$ cat config.mk
export PLATFORM = sky130hd
export DESIGN_NAME = svo_term_arbiter
export DESIGN_NICKNAME = d
export VERILOG_FILES = /design/src/rtl/svo_term_pkg.sv /design/src/rtl/svo_term_rr_pick.sv /design/src/rtl/svo_term_arbiter.sv
export SDC_FILE = /design/constraint.sdc
export NUM_CORES = 1
export LEC_CHECK = 0
export ABC_AREA = 1
export BUFFER_PORTS_ARGS = -buffer_cell sky130_fd_sc_hd__buf_4
export CAP_MARGIN = 0
export CORE_ASPECT_RATIO = 2
export CORE_UTILIZATION = 55
export CTS_CLUSTER_DIAMETER = 50
export DETAILED_ROUTE_END_ITERATION = 16
export HOLD_SLACK_MARGIN = 0.03
export MAX_ROUTING_LAYER = met4
export PLACE_DENSITY = 0.75
export SLEW_MARGIN = 20
export SYNTH_ARGS = -nofsm -noshare
export SYNTH_HDL_FRONTEND = slang
export SYNTH_SLANG_ARGS = --single-unit
export TNS_END_PERCENT = 20
$ cat constraint.sdc
create_clock -name clk -period 2.5 [get_ports clk]
set_clock_uncertainty 0.05 [all_clocks]
set_input_delay 0.25 -clock clk [delete_from_list [all_inputs] [get_ports clk]]
set_output_delay 0.25 -clock clk [all_outputs]
set_load 0.01 [all_outputs]
$ cat src/rtl/svo_term_pkg.sv
// -----------------------------------------------------------------------------
// svo_term_pkg
// Shared constants for the HDMI text-console terminal input arbiter:
//   ASCII_LF / ASCII_CR  - line-ending characters the arbiter reacts to
//   state_t              - arbiter FSM encoding (IDLE, BUSY)
//   GNT_NONE/GNT_A/GNT_B - one-hot grant values (bit0 = A, bit1 = B)
// -----------------------------------------------------------------------------
package svo_term_pkg;

    localparam logic [7:0] ASCII_LF = 8'h0A;
    localparam logic [7:0] ASCII_CR = 8'h0D;

    typedef enum logic {
        IDLE = 1'b0,
        BUSY = 1'b1
    } state_t;

    localparam logic [1:0] GNT_NONE = 2'b00;
    localparam logic [1:0] GNT_A    = 2'b01;
    localparam logic [1:0] GNT_B    = 2'b10;

endpackage

$ cat src/rtl/svo_term_rr_pick.sv
// -----------------------------------------------------------------------------
// svo_term_rr_pick
// Combinational two-way round-robin pick. A lone requester always wins; on
// contention the requester that did not own the terminal last wins.
// Ports:
//   a_valid  in   requester A has a byte waiting
//   b_valid  in   requester B has a byte waiting
//   last_b   in   1 = B was the previous owner, 0 = A was
//   pick     out  one-hot grant (GNT_NONE / GNT_A / GNT_B)
// -----------------------------------------------------------------------------
module svo_term_rr_pick
    import svo_term_pkg::*;
(
    input  logic       a_valid,
    input  logic       b_valid,
    input  logic       last_b,
    output logic [1:0] pick
);

    always_comb begin
        pick = GNT_NONE;
        if (a_valid && b_valid) begin
            pick = last_b ? GNT_A : GNT_B;
        end else if (a_valid) begin
            pick = GNT_A;
        end else if (b_valid) begin
            pick = GNT_B;
        end
    end

endmodule

$ cat src/rtl/svo_term_arbiter.sv
// -----------------------------------------------------------------------------
// svo_term_arbiter
// Shares the terminal byte input between requester A (UART RX) and requester
// B (status/boot messages). One requester owns the terminal at a time and
// keeps it until it sends LF, sends BURST_MAX bytes, or stays quiet for
// IDLE_TIMEOUT cycles, so lines from the two sources never interleave.
//
// Handshake: every stream port follows AXI-stream rules. A byte moves when
// valid && ready are both high on a rising clk edge; a source holds valid and
// data stable until accepted. a_tready/b_tready are combinational from
// out_tready and registered state only (never from the requester's own tvalid).
//
// Optional build macro: SVO_TERM_ARB_CRLF_EN
//   Defined  : an LF from the owner is preceded by an inserted CR on the
//              terminal stream (the LF itself is accepted one load later).
//   Undefined: bytes pass through verbatim.
//
// Ports:
//   clk, resetn            pixel clock, asynchronous active-low reset
//   a_tvalid/a_tready/a_tdata  requester A stream
//   b_tvalid/b_tready/b_tdata  requester B stream
//   out_tvalid/out_tready/out_tdata  stream to the terminal (one-entry register)
//   grant                  one-hot current owner (bit0 = A, bit1 = B)
//   busy                   FSM is in BUSY (the FSM state itself)
// -----------------------------------------------------------------------------
module svo_term_arbiter
    import svo_term_pkg::*;
#(
    parameter int unsigned BURST_MAX    = 80,
    parameter int unsigned IDLE_TIMEOUT = 255
) (
    input  logic       clk,
    input  logic       resetn,
    input  logic       a_tvalid,
    output logic       a_tready,
    input  logic [7:0] a_tdata,
    input  logic       b_tvalid,
    output logic       b_tready,
    input  logic [7:0] b_tdata,
    output logic       out_tvalid,
    input  logic       out_tready,
    output logic [7:0] out_tdata,
    output logic [1:0] grant,
    output logic       busy
);

    state_t      state_q, state_d;
    logic [1:0]  grant_q, grant_d;
    logic        last_b_q, last_b_d;
    logic [7:0]  beat_q, beat_d;
    logic [15:0] idle_q, idle_d;
    logic        out_valid_q, out_valid_d;
    logic [7:0]  out_data_q, out_data_d;

    logic [1:0]  pick;
    logic        is_busy;
    logic        can_load;
    logic        owner_valid;
    logic [7:0]  owner_data;
    logic        owner_ready;
    logic        accept;
    logic        load;
    logic [7:0]  load_data;
    logic        rel_lf, rel_burst, rel_idle, release_now;
    logic [8:0]  beat_inc;
    logic [16:0] idle_inc;

    svo_term_rr_pick u_pick (
        .a_valid (a_tvalid),
        .b_valid (b_tvalid),
        .last_b  (last_b_q),
        .pick    (pick)
    );

    assign is_busy  = (state_q == BUSY);
    // The output register can take a byte when empty or emptying this cycle.
    assign can_load = !out_valid_q || out_tready;

    always_comb begin
        owner_valid = 1'b0;
        owner_data  = 8'h00;
        if (grant_q[0]) begin
            owner_valid = a_tvalid;
            owner_data  = a_tdata;
        end else if (grant_q[1]) begin
            owner_valid = b_tvalid;
            owner_data  = b_tdata;
        end
    end

`ifdef SVO_TERM_ARB_CRLF_EN
    logic cr_done_q, cr_done_d;
    logic insert_cr;

    // A pending LF is held off (ready low) until its CR has been loaded.
    assign owner_ready = is_busy && can_load &&
                         !((owner_data == ASCII_LF) && !cr_done_q);
    assign insert_cr   = is_busy && can_load && owner_valid &&
                         (owner_data == ASCII_LF) && !cr_done_q;
    assign load        = (owner_valid && owner_ready) || insert_cr;
    assign load_data   = insert_cr ? ASCII_CR : owner_data;
`else
    assign owner_ready = is_busy && can_load;
    assign load        = owner_valid && owner_ready;
    assign load_data   = owner_data;
`endif

    assign accept   = owner_valid && owner_ready;
    assign a_tready = owner_ready && grant_q[0];
    assign b_tready = owner_ready && grant_q[1];

    // Release tests look at the count this beat would produce, so the
    // BURST_MAX-th byte and the IDLE_TIMEOUT-th quiet cycle release directly.
    assign beat_inc    = {1'b0, beat_q} + 9'd1;
    assign idle_inc    = {1'b0, idle_q} + 17'd1;
    assign rel_lf      = accept && (owner_data == ASCII_LF);
    assign rel_burst   = accept && (beat_inc >= 9'(BURST_MAX));
    assign rel_idle    = !owner_valid && (idle_inc >= 17'(IDLE_TIMEOUT));
    assign release_now = is_busy && (rel_lf || rel_burst || rel_idle);

    always_comb begin
        state_d     = state_q;
        grant_d     = grant_q;
        last_b_d    = last_b_q;
        beat_d      = beat_q;
        idle_d      = idle_q;
        out_valid_d = out_valid_q && !out_tready;
        out_data_d  = out_data_q;
`ifdef SVO_TERM_ARB_CRLF_EN
        cr_done_d   = cr_done_q;
`endif

        if (load) begin
            out_valid_d = 1'b1;
            out_data_d  = load_data;
        end

        case (state_q)
            IDLE: begin
                // Grant takes effect next cycle; nothing is accepted here.
                if (pick != GNT_NONE) begin
                    state_d = BUSY;
                    grant_d = pick;
                    beat_d  = 8'd0;
                    idle_d  = 16'd0;
                end
            end
            BUSY: begin
                if (accept && (beat_q != 8'hFF)) begin
                    beat_d = beat_q + 8'd1;
                end
                if (owner_valid) begin
                    idle_d = 16'd0;
                end else if (idle_q != 16'hFFFF) begin
                    idle_d = idle_q + 16'd1;
                end
`ifdef SVO_TERM_ARB_CRLF_EN
                if (insert_cr) begin
                    cr_done_d = 1'b1;
                end else if (accept) begin
                    cr_done_d = 1'b0;
                end
`endif
                if (release_now) begin
                    state_d  = IDLE;
                    grant_d  = GNT_NONE;
                    last_b_d = grant_q[1];
                    beat_d   = 8'd0;
                    idle_d   = 16'd0;
`ifdef SVO_TERM_ARB_CRLF_EN
                    cr_done_d = 1'b0;
`endif
                end
            end
            default: state_d = IDLE;
        endcase
    end

    always_ff @(posedge clk or negedge resetn) begin
        if (!resetn) begin
            state_q     <= IDLE;
            grant_q     <= GNT_NONE;
            last_b_q    <= 1'b1;
            beat_q      <= 8'd0;
            idle_q      <= 16'd0;
            out_valid_q <= 1'b0;
            out_data_q  <= 8'h00;
        end else begin
            state_q     <= state_d;
            grant_q     <= grant_d;
            last_b_q    <= last_b_d;
            beat_q      <= beat_d;
            idle_q      <= idle_d;
            out_valid_q <= out_valid_d;
            out_data_q  <= out_data_d;
        end
    end

`ifdef SVO_TERM_ARB_CRLF_EN
    always_ff @(posedge clk or negedge resetn) begin
        if (!resetn) begin
            cr_done_q <= 1'b0;
        end else begin
            cr_done_q <= cr_done_d;
        end
    end
`endif

    assign out_tvalid = out_valid_q;
    assign out_tdata  = out_data_q;
    assign grant      = grant_q;
    assign busy       = is_busy;

endmodule

==> results of run 1 <==
==> metal layers <==
layer  part of all wire (%)  track usage [%]
met5                      0                -
met4                    2.4            10.00
met3                    2.4            4.331
met2                     58            50.69
met1                     37            29.63
==> through the flow <==
step / cells / hold WS, ps
global placement: 388 / 182.1
CTS: 397 / 108.9
detailed placement: 388 / 187.0
finish: 397 / 110.6
global route: 397 / 104.0
floorplan: 304 / -95.59
==> Yosys cell counts, types with 2 or more instances <==
master and instances:
xnor2_1 2, a31oi_1 2, nand2_1 87, nor2_1 41, o22ai_1 4, nand3_1 28, a22oi_1 6, ha_1 3
xor2_1 6, nor3_1 3, o21bai_1 2, o21ai_1 2, buf_2 3, inv_1 36, o21ai_0 10, dfrtp_1 36
a21oi_1 8, nand2_2 2, nor2_4 5, nand4_1 8
==> final timing paths <==
check | to | slack, ps
max reg2reg | beat_q[2] | 220
min in group asynchronous | idle_q[15] | 420
min | out_tvalid | 110
max | beat_q[2] | 220
max in group asynchronous | last_b_q | 1640
min reg2reg | last_b_q | 450
==> flip-flops by register name (all words and copies together) (netlist names) <==
signal,flops
out_tdata,8
out_tvalid,1
busy,1
grant,2
idle_q,16
beat_q,8
last_b_q,1
==> power by group <==
part           switching [W]  total, W  internal (W)
Clock               0.000197  0.000446      0.000249
Combinational       0.000518  0.000904      0.000386
Sequential          0.000120  0.000877      0.000756
==> cell families (layout without fill, tap and decap cells) <==
family                     Yosys count  count (layout)  synth area share [%]
DFF                                 37              37                 41.91
AOI/OAI and AO/OA                   35              35                 9.332
and+or+nand+nor                    180             180                 36.76
buffers and inverters               41              83                 7.126
xor gates and xnor gates             8               8                 3.168
adders and majority gates            3               3                 1.697
==> repair_timing <==
item / 4_1_cts / 5_1_grt
hold buffers: 1 / 0
gates resized for setup: 0 / 0
hold endpoints to repair: 36 / 0
==> cell type report <==
type | count | share of cell area, %
Clock buffer | 7 | 3.641
Clock inverter | 1 | 0.1891
Inverter | 37 | 5.248
Multi-Input combinational cell | 226 | 42.60
Sequential cell | 37 | 35.04
Tap cell | 51 | 2.411
Timing Repair Buffer | 38 | 10.87
==> impl_metrics.csv, run 1 <==
group,metric,value,unit
timing,worstMarginPinSlew,514.9,ps
critical_path,end_kind,"flop",
final_layout,regArea,927.1,um2
logic_synthesis,syn_area,2212,um2
logic_synthesis,synth-seq-cells,37,
critical_path,cp.depth,14,
route,first_pass_iters,4,
critical_path,crit_arrival,2400,ps
die,design.core.area,3844,um2
global_routing,track_usage,28.49,%
die,start_util,57.55,%
logic_synthesis,yosysSeqAreaShare,41.91,%
die,pin_count,35,
timing,finalCritPeriodShare,91.26,%
die,die_h,91.69,um
timing,setup_violations,0,
min_path,holdCritPathClass,"in2reg",
logic_synthesis,yosys.area.top_type_share,40.72,%
placement,gp_congestion,0.9055,
critical_path,crit_fanout,10,
route,route.detailed.drc,0,
run,drv_cap,0,
route,detail_route.vias_per_cell,5.184,
logic_synthesis,syn_nets,328,
logic_synthesis,async_flop_share,100.0,%
logic_synthesis,yosys-top-cells-area,"dfrtp_1 (41%), nand2_1 (15%), nor2_1 (7.0%)",
final_layout,fill_cells,373,
critical_path,cp_cell_sequence,"ha_1 > nand3_2 > o21ai_0 > nand2_1 > nor2_1 > nand2_1 > nor2_1 > nor2_1 > nand2_1 > nand2_2 > nand3_4 > nand2_4 > nand3_1 > nand2_1",
final_layout,fin_nets,369,
logic_synthesis,synth_edf_count,0,
min_path,hold_start,"out_tready",
timing,setup_slack,218.4,ps
critical_path,cp_num_buf_inv,0,
cts,cts_htree_levels,2,
critical_path,start_kind,"flop",
cts,cts_made_buffers,5,
final_layout,design_area,2646,um2
logic_synthesis,synth_cell_types,30,
cts,worstSkewPairLatency,280,ps
final_layout,multiInputGateArea,1127,um2
global_routing,grt_pass1_wl,8.583,mm
cts,cts.reportedPaths.clkPinSlew,70,ps
die,rows,32,
route,detail_route.wl_per_cell,13.03,um
timing,fmax,438.3,MHz
critical_path,cp_slowest_cell,"dfrtp_1",
logic_synthesis,ys.flop_type,"dfrtp_1",
critical_path,reg2reg_from,"idle_q[1]",
logic_synthesis,syn_inst,304,
critical_path,required,2620,ps
global_routing,antenna_found_initial,0,
power,ir_worst_vdd,0.6430,mV
critical_path,worstRegToRegCells,14,
final_layout,diodes,0,
route,antenna_left,0,
final_layout,fin_util,68.85,%
timing,rsz0062_at_grt,"false",
critical_path,path_common_cell,"nand2_1",
outcome,run_status,"complete, no violations",
critical_path,worstSetupPathType,"reg2reg",
placement,postPlaceCellArea,2535,um2
timing,period_needed,2282,ps
timing,drv_slew,0,
min_path,min_path_cells,2,
route,drt_wl_total,5.173,mm
critical_path,cp_top_family,"simple AND/OR/NAND/NOR gates",
power,p_leak,1.260,nW
timing,relSlewSlack,65.64,%
logic_synthesis,synth.avg_cell_area,7.277,um2
critical_path,crit_path_max_incr_delay,400,ps
critical_path,critPathLaunch,"idle_q[1]",
die,die_area,4295,um2
cts,cts_buffer_depth,2,
placement,place_ws,255.6,ps
cts,cts_tree,"built",
logic_synthesis,synth_warnings,0,
placement,post-dp-hpwl,4.143,mm
placement,io_buffers,34,
die,die_x,46.85,um
route,drt_iter0_drc,41,
cts,cts-root-buf,"clkbuf_8",
power,p_per_area,841.3,nW/um2
route,vias,2058,
timing,hold_viol,0,
global_routing,overflow,0,
final_layout,layout_common_cells,"nand2_1 (87), nor2_1 (41), buf_4 (37)",
cts,cts_setup_buffers,0,
global_routing,first_global_vias,2006,
final_layout,final_common_cell,"nand2_1",
power,power,0.002226,W
global_routing,grt_max_degree,38,
cts,cts_sinks,37,
timing,fin_tns_setup,0,ps
final_layout,area_growth,19.63,%
logic_synthesis,yosysTopAreaCell,"dfrtp_1",
final_layout,drive_gt1_share,17.34,%
Note: power is estimated with default switching activity, not from simulation.
==> inputs of run 2 (changes only) <==
Settings changed: CORE_UTILIZATION 55 to 50, PLACE_DENSITY 0.75 to 0.69.
==> run 2 against run 1 <==
Combinational power increased by 2%; critical path depth unchanged; non-clock buffer count increased by 2; largest power group unchanged; sequential power increased by 0.8%; sequential share of layout area decreased by 0.63 points; die area increased by 9.7%; global-route usage decreased by 2.0 points.
==> impl_metrics.csv, run 2 (synthesis results as in run 1) <==
group,metric,value,unit
critical_path,path_common_cell,"nand2_1",
critical_path,reg2reg_from,"idle_q[1]",
route,detail_route.vias_per_cell,5.190,
timing,fmax,450.1,MHz
timing,worstMarginPinSlew,552.9,ps
cts,cts_sinks,37,
final_layout,fin_nets,371,
global_routing,grt_pass1_wl,8.949,mm
route,first_pass_iters,4,
critical_path,crit_arrival,2340,ps
final_layout,design_area,2695,um2
timing,drv_slew,0,
critical_path,cp_cell_sequence,"ha_1 > nand3_2 > o21ai_0 > nand2_1 > nor2_1 > nand2_1 > nor2_1 > nor2_1 > nand2_1 > nand2_2 > nand3_4 > nand2_4 > nand3_1 > nand2_1",
critical_path,crit_fanout,10,
timing,rsz0062_at_grt,"false",
cts,cts-root-buf,"clkbuf_8",
global_routing,grt_max_degree,38,
placement,io_buffers,34,
placement,postPlaceCellArea,2551,um2
critical_path,worstRegToRegCells,14,
power,p_leak,1.282,nW
route,drt_wl_total,5.539,mm
final_layout,regArea,927.1,um2
outcome,run_status,"complete, no violations",
timing,finalCritPeriodShare,88.88,%
final_layout,largest_register_ffs,16,
route,vias,2076,
route,detail_route.wl_per_cell,13.85,um
min_path,hold_end,"out_tvalid",
die,die_h,96.07,um
global_routing,track_usage,26.48,%
final_layout,layout_common_cells,"nand2_1 (87), nor2_1 (41), buf_4 (39)",
min_path,min_path_cells,2,
timing,setup_violations,0,
critical_path,timing.rr.end,"beat_q[6]",
final_layout,diodes,0,
global_routing,antenna_found_initial,0,
timing,period_needed,2222,ps
critical_path,rrSetupSlack,280,ps
global_routing,overflow,0,
cts,worstSkewPairLatency,280,ps
final_layout,fill_cells,392,
die,start_util,53.05,%
timing,hold_viol,0,
cts,cts_resized,0,
cts,cts_buffer_depth,2,
critical_path,required,2620,ps
placement,gp_congestion,0.9312,
die,design.core.area,4170,um2
global_routing,grt_util_met3,2.528,%
min_path,holdCritPathClass,"in2reg",
cts,cts_htree_levels,2,
global_routing,first_global_vias,2033,
cts,cts_tree,"built",
die,rows,33,
critical_path,crit_path_max_incr_delay,420,ps
final_layout,final_common_cell,"nand2_1",
timing,relSlewSlack,62.75,%
critical_path,worstSetupPathType,"reg2reg",
global_routing,grtUsageMet1,23.12,%
final_layout,area_growth,21.83,%
die,pin_count,35,
route,route.detailed.drc,0,
critical_path,end_kind,"flop",
final_layout,fin_util,64.63,%
critical_path,cp_slowest_cell,"dfrtp_1",
route,drt_iter0_drc,34,
timing,fin_tns_setup,0,ps
route,antenna_left,0,
placement,post-dp-hpwl,4.472,mm
cts,cts.reportedPaths.clkPinSlew,70,ps
global_routing,met2_usage,54.63,%
power,p_per_area,893.9,nW/um2
cts,cts_made_buffers,5,
die,die_x,49.04,um
critical_path,start_kind,"flop",
final_layout,drive_gt1_share,17.82,%
run,drv_cap,0,
global_routing,grt_most_used_layer,"met2",
final_layout,largest_register,"idle_q",
final_layout,multiInputGateArea,1127,um2
power,ir_worst_vdd,0.7082,mV
min_path,hold_start,"out_tready",
die,die_area,4711,um2
[run 2: changes by cell type in the layout (fill, tap and decap cells not counted)]
cell       delta
clkbuf_8      -2
buf_4         +2
bufinv_16     +2
[run 2: through the flow]
step                std cells  total power, W  hold WS, ps  setup WS [ps]
floorplan                 304        0.001445       -95.59          625.3
global placement          391        0.001813        188.9          292.3
detailed placement        391        0.001827        191.3          275.1
CTS                       400        0.002444        103.6          260.2
global route              400        0.002578        102.1          1.519
finish                    400        0.002409        109.1          278.1
[run 2: where the power goes]
group	total [W]	switching, W	internal [W]
registers	0.000884	0.000127	0.000756
clock network	0.000605	0.000209	0.000396
logic	0.000921	0.000525	0.000395
total	0.00241	0.000861	0.00155
[run 2: critical path: cells and delay by family (launching register included)]
family | cells | cell delay [ps]
flip-flops | 1 | 420
AO/OA/AOI/OAI | 1 | 290
AND/OR/NAND/NOR | 12 | 1100
adder cells (fa/ha/maj) | 1 | 250
[run 2: layout make-up]
| type | count | area share (%) |
|---|---|---|
| inverters | 37 | 5.153 |
| clock inverters | 3 | 2.414 |
| repair buffers | 40 | 11.23 |
| well taps | 52 | 2.414 |
| multi-input cells | 226 | 41.83 |
| clock buffers | 5 | 2.553 |
| flip-flops and latches | 37 | 34.40 |
[run 2: worst max-delay path by stage]
stage	start	endpoint	slack [ps]	depth (start not counted)
6_report	idle_q[1]	beat_q[6]	280	14
4_1_cts	idle_q[1]	beat_q[6]	260	14
5_1_grt	idle_q[1]	beat_q[6]	2	14
2_1_floorplan	idle_q[1]	beat_q[0]	630	15
3_3_place_gp	idle_q[1]	beat_q[6]	290	14
3_5_place_dp	idle_q[1]	beat_q[6]	280	14
[run 2: metal layers]
layer | vias to the layer above | part of all wire (%) | wire (um)
li1 | 1067 | - | -
met1 | 956 | 36 | 1985
met2 | 45 | 60 | 3335
met3 | 8 | 1.7 | 93
met4 | 0 | 2.3 | 125
met5 | - | 0 | 0
[run 2: repair_timing]
item | in CTS | in global routing
buffers inserted | 0 | 0
hold buffers | 1 | 0
endpoints found under the hold margin | 36 | 0
==> inputs of run 3 (changes only) <==
Settings changed: SYNTH_HIERARCHICAL from default to 1.
==> run 3 against run 2 <==
Critical path depth unchanged; combinational power up 2.8%; core utilization down 2.8 points; synthesized cell count down 0.66%; global-route usage down 0.051 points; area after synthesis up 1.4%; flip-flop and latch count unchanged; clock-buffer cell count unchanged.
==> impl_metrics.csv, run 3 <==
group,metric,value,unit
outcome,run_status,"complete, no violations",
timing,relSlewSlack,64.78,%
final_layout,largest_register_ffs,16,
final_layout,fill_cells,460,
min_path,hold_start,"out_tready",
final_layout,drive_gt1_share,21.68,%
final_layout,layout_common_cells,"nand2_1 (89), nor2_1 (39), buf_4 (39)",
final_layout,diodes,0,
die,die_h,96.70,um
timing,setup_violations,0,
cts,cts_made_buffers,5,
critical_path,crit_arrival,2300,ps
cts,cts.reportedPaths.clkPinSlew,80,ps
power,p_per_area,852.1,nW/um2
final_layout,final_common_cell,"nand2_1",
final_layout,fin_nets,369,
logic_synthesis,yosys-top-cells-area,"dfrtp_1 (40%), nand2_1 (15%), nor2_1 (6.5%)",
timing,worstMarginPinSlew,522.8,ps
route,vias,2118,
logic_synthesis,synth_cell_types,30,
route,detail_route.vias_per_cell,5.295,
logic_synthesis,synth_edf_count,0,
route,drt_wl_total,5.647,mm
final_layout,regArea,927.1,um2
route,antenna_left,0,
route,detail_route.wl_per_cell,14.12,um
critical_path,reg2reg_from,"idle_q[1]",
critical_path,cp_slowest_cell,"dfrtp_1",
logic_synthesis,yosysSeqAreaShare,41.35,%
logic_synthesis,synth_warnings,6,
timing,fin_tns_setup,0,ps
critical_path,required,2650,ps
timing,rsz0062_at_grt,"false",
logic_synthesis,synth.most_common_cell,"nand2_1",
logic_synthesis,synth.avg_cell_area,7.424,um2
critical_path,rrSetupSlack,360,ps
final_layout,area_growth,19.64,%
min_path,hold_end,"out_tvalid",
die,rows,34,
critical_path,cp_num_buf_inv,1,
global_routing,first_global_vias,2204,
power,ir_worst_vdd,0.5859,mV
global_routing,grt_max_degree,38,
cts,cts_sinks,37,
critical_path,worstRegToRegCells,14,
cts,cts-root-buf,"clkbuf_8",
placement,post-dp-hpwl,4.455,mm
power,p_leak,1.294,nW
cts,cts_htree_levels,2,
critical_path,end_kind,"flop",
logic_synthesis,ys.flop_type,"dfrtp_1",
timing,hold_viol,0,
critical_path,cp_cell_sequence,"ha_1 > nand2_4 > nor2_4 > nand2_2 > xor2_1 > nor2_2 > nand2_1 > nor2_1 > nand2_1 > nand2_2 > nand3_4 > inv_2 > nand3_1 > o21ai_0",
logic_synthesis,async_flop_share,100.0,%
final_layout,largest_register,"idle_q",
logic_synthesis,synth-seq-cells,37,
placement,gp_congestion,0.8806,
cts,cts_resized,0,
placement,io_buffers,34,
final_layout,fin_util,61.82,%
die,die_area,4772,um2
global_routing,track_usage,26.43,%
critical_path,worstSetupPathType,"reg2reg",
global_routing,overflow,0,
global_routing,antenna_found_initial,0,
timing,finalCritPeriodShare,85.70,%
final_layout,multiInputGateArea,1190,um2
timing,drv_slew,0,
logic_synthesis,syn_inst,302,
critical_path,start_kind,"flop",
critical_path,crit_fanout,8,
cts,cts_buffer_depth,2,
timing,period_needed,2142,ps
cts,worstSkewPairLatency,290,ps
critical_path,cp_top_family,"simple AND/OR/NAND/NOR gates",
critical_path,crit_path_max_incr_delay,430,ps
run,drv_cap,0,
critical_path,timing.rr.end,"idle_q[5]",
route,drt_iter0_drc,32,
global_routing,grt_pass1_wl,9.280,mm
logic_synthesis,synth_top_cells_by_count,"nand2_1 (89), nor2_1 (39), dfrtp_1 (36)",
die,design.core.area,4339,um2
logic_synthesis,yosys.area.top_type_share,40.18,%
die,start_util,51.67,%
min_path,min_path_cells,2,
logic_synthesis,yosysTopAreaCell,"dfrtp_1",
logic_synthesis,syn_area,2242,um2
min_path,holdCritPathClass,"in2reg",
die,die_x,49.35,um
route,route.detailed.drc,0,
timing,fmax,466.8,MHz
logic_synthesis,syn_nets,326,
cts,cts_tree,"built",
die,pin_count,35,
route,first_pass_iters,4,
run 3: changes by cell type after synthesis, sizes merged, moves of 2 or more:
cell / before / now
inv: 37 / 29
nand2: 90 / 96
nor2: 47 / 51
o22ai: 4 / 1
nand3: 30 / 32
nor3: 3 / 1
run 3: per-stage QoR:
stage               hold WS, ps  power (W)  instances  instance area, um2  setup WS [ps]
floorplan                -95.59   0.001493        302                2242          630.4
global placement          190.5   0.001859        391                2586          429.7
detailed placement        194.8   0.001880        391                2586          379.5
CTS                       93.22   0.002306        400                2683          335.5
global route              102.4   0.002443        400                2683          129.5
finish                    101.5   0.002286        400                2683          357.6
run 3: worst max path at each step:
stage	from	slack [ps]	to	cells after the start
floorplan	idle_q[1]	630	beat_q[0]	14
global placement	idle_q[1]	430	beat_q[2]	15
detailed placement	idle_q[1]	380	beat_q[3]	15
CTS	idle_q[1]	340	beat_q[3]	15
global route	idle_q[1]	130	beat_q[3]	15
finish	idle_q[1]	360	idle_q[5]	14
run 3: cell type report:
type / instances / share of cell area, %
well taps: 54 / 2.519
flip-flops and latches: 37 / 34.56
repair buffers: 40 / 11.29
clock inverters: 3 / 0.6530
inverters: 29 / 4.058
clock buffers: 5 / 2.565
multi-input cells: 232 / 44.36
run 3: repair_timing:
action                    CTS  global route
buffers inserted            0             0
hold endpoints to repair   36             0
hold buffers                1             0
run 3: logic make-up after synthesis:
group,synth area share [%]
AOI/OAI and AO/OA,8.259
adders and majority gates,1.674
DFF,41.35
and+or+nand+nor,40.40
buffers and inverters,5.580
xor gates and xnor gates,2.734
run 3: metal layers:
layer / share of wire, % / GRT usage, % / wire length (um)
met4: 3.6 / 14.48 / 206
met1: 35 / 21.39 / 1986
met3: 2.2 / 2.201 / 123
met2: 59 / 53.42 / 3331
met5: 0 / - / 0
run 3: report_power, final:
part	internal (W)	switching, W
combinational	0.000409	0.000539
clock	0.000193	0.000231
sequential	0.000763	0.000151
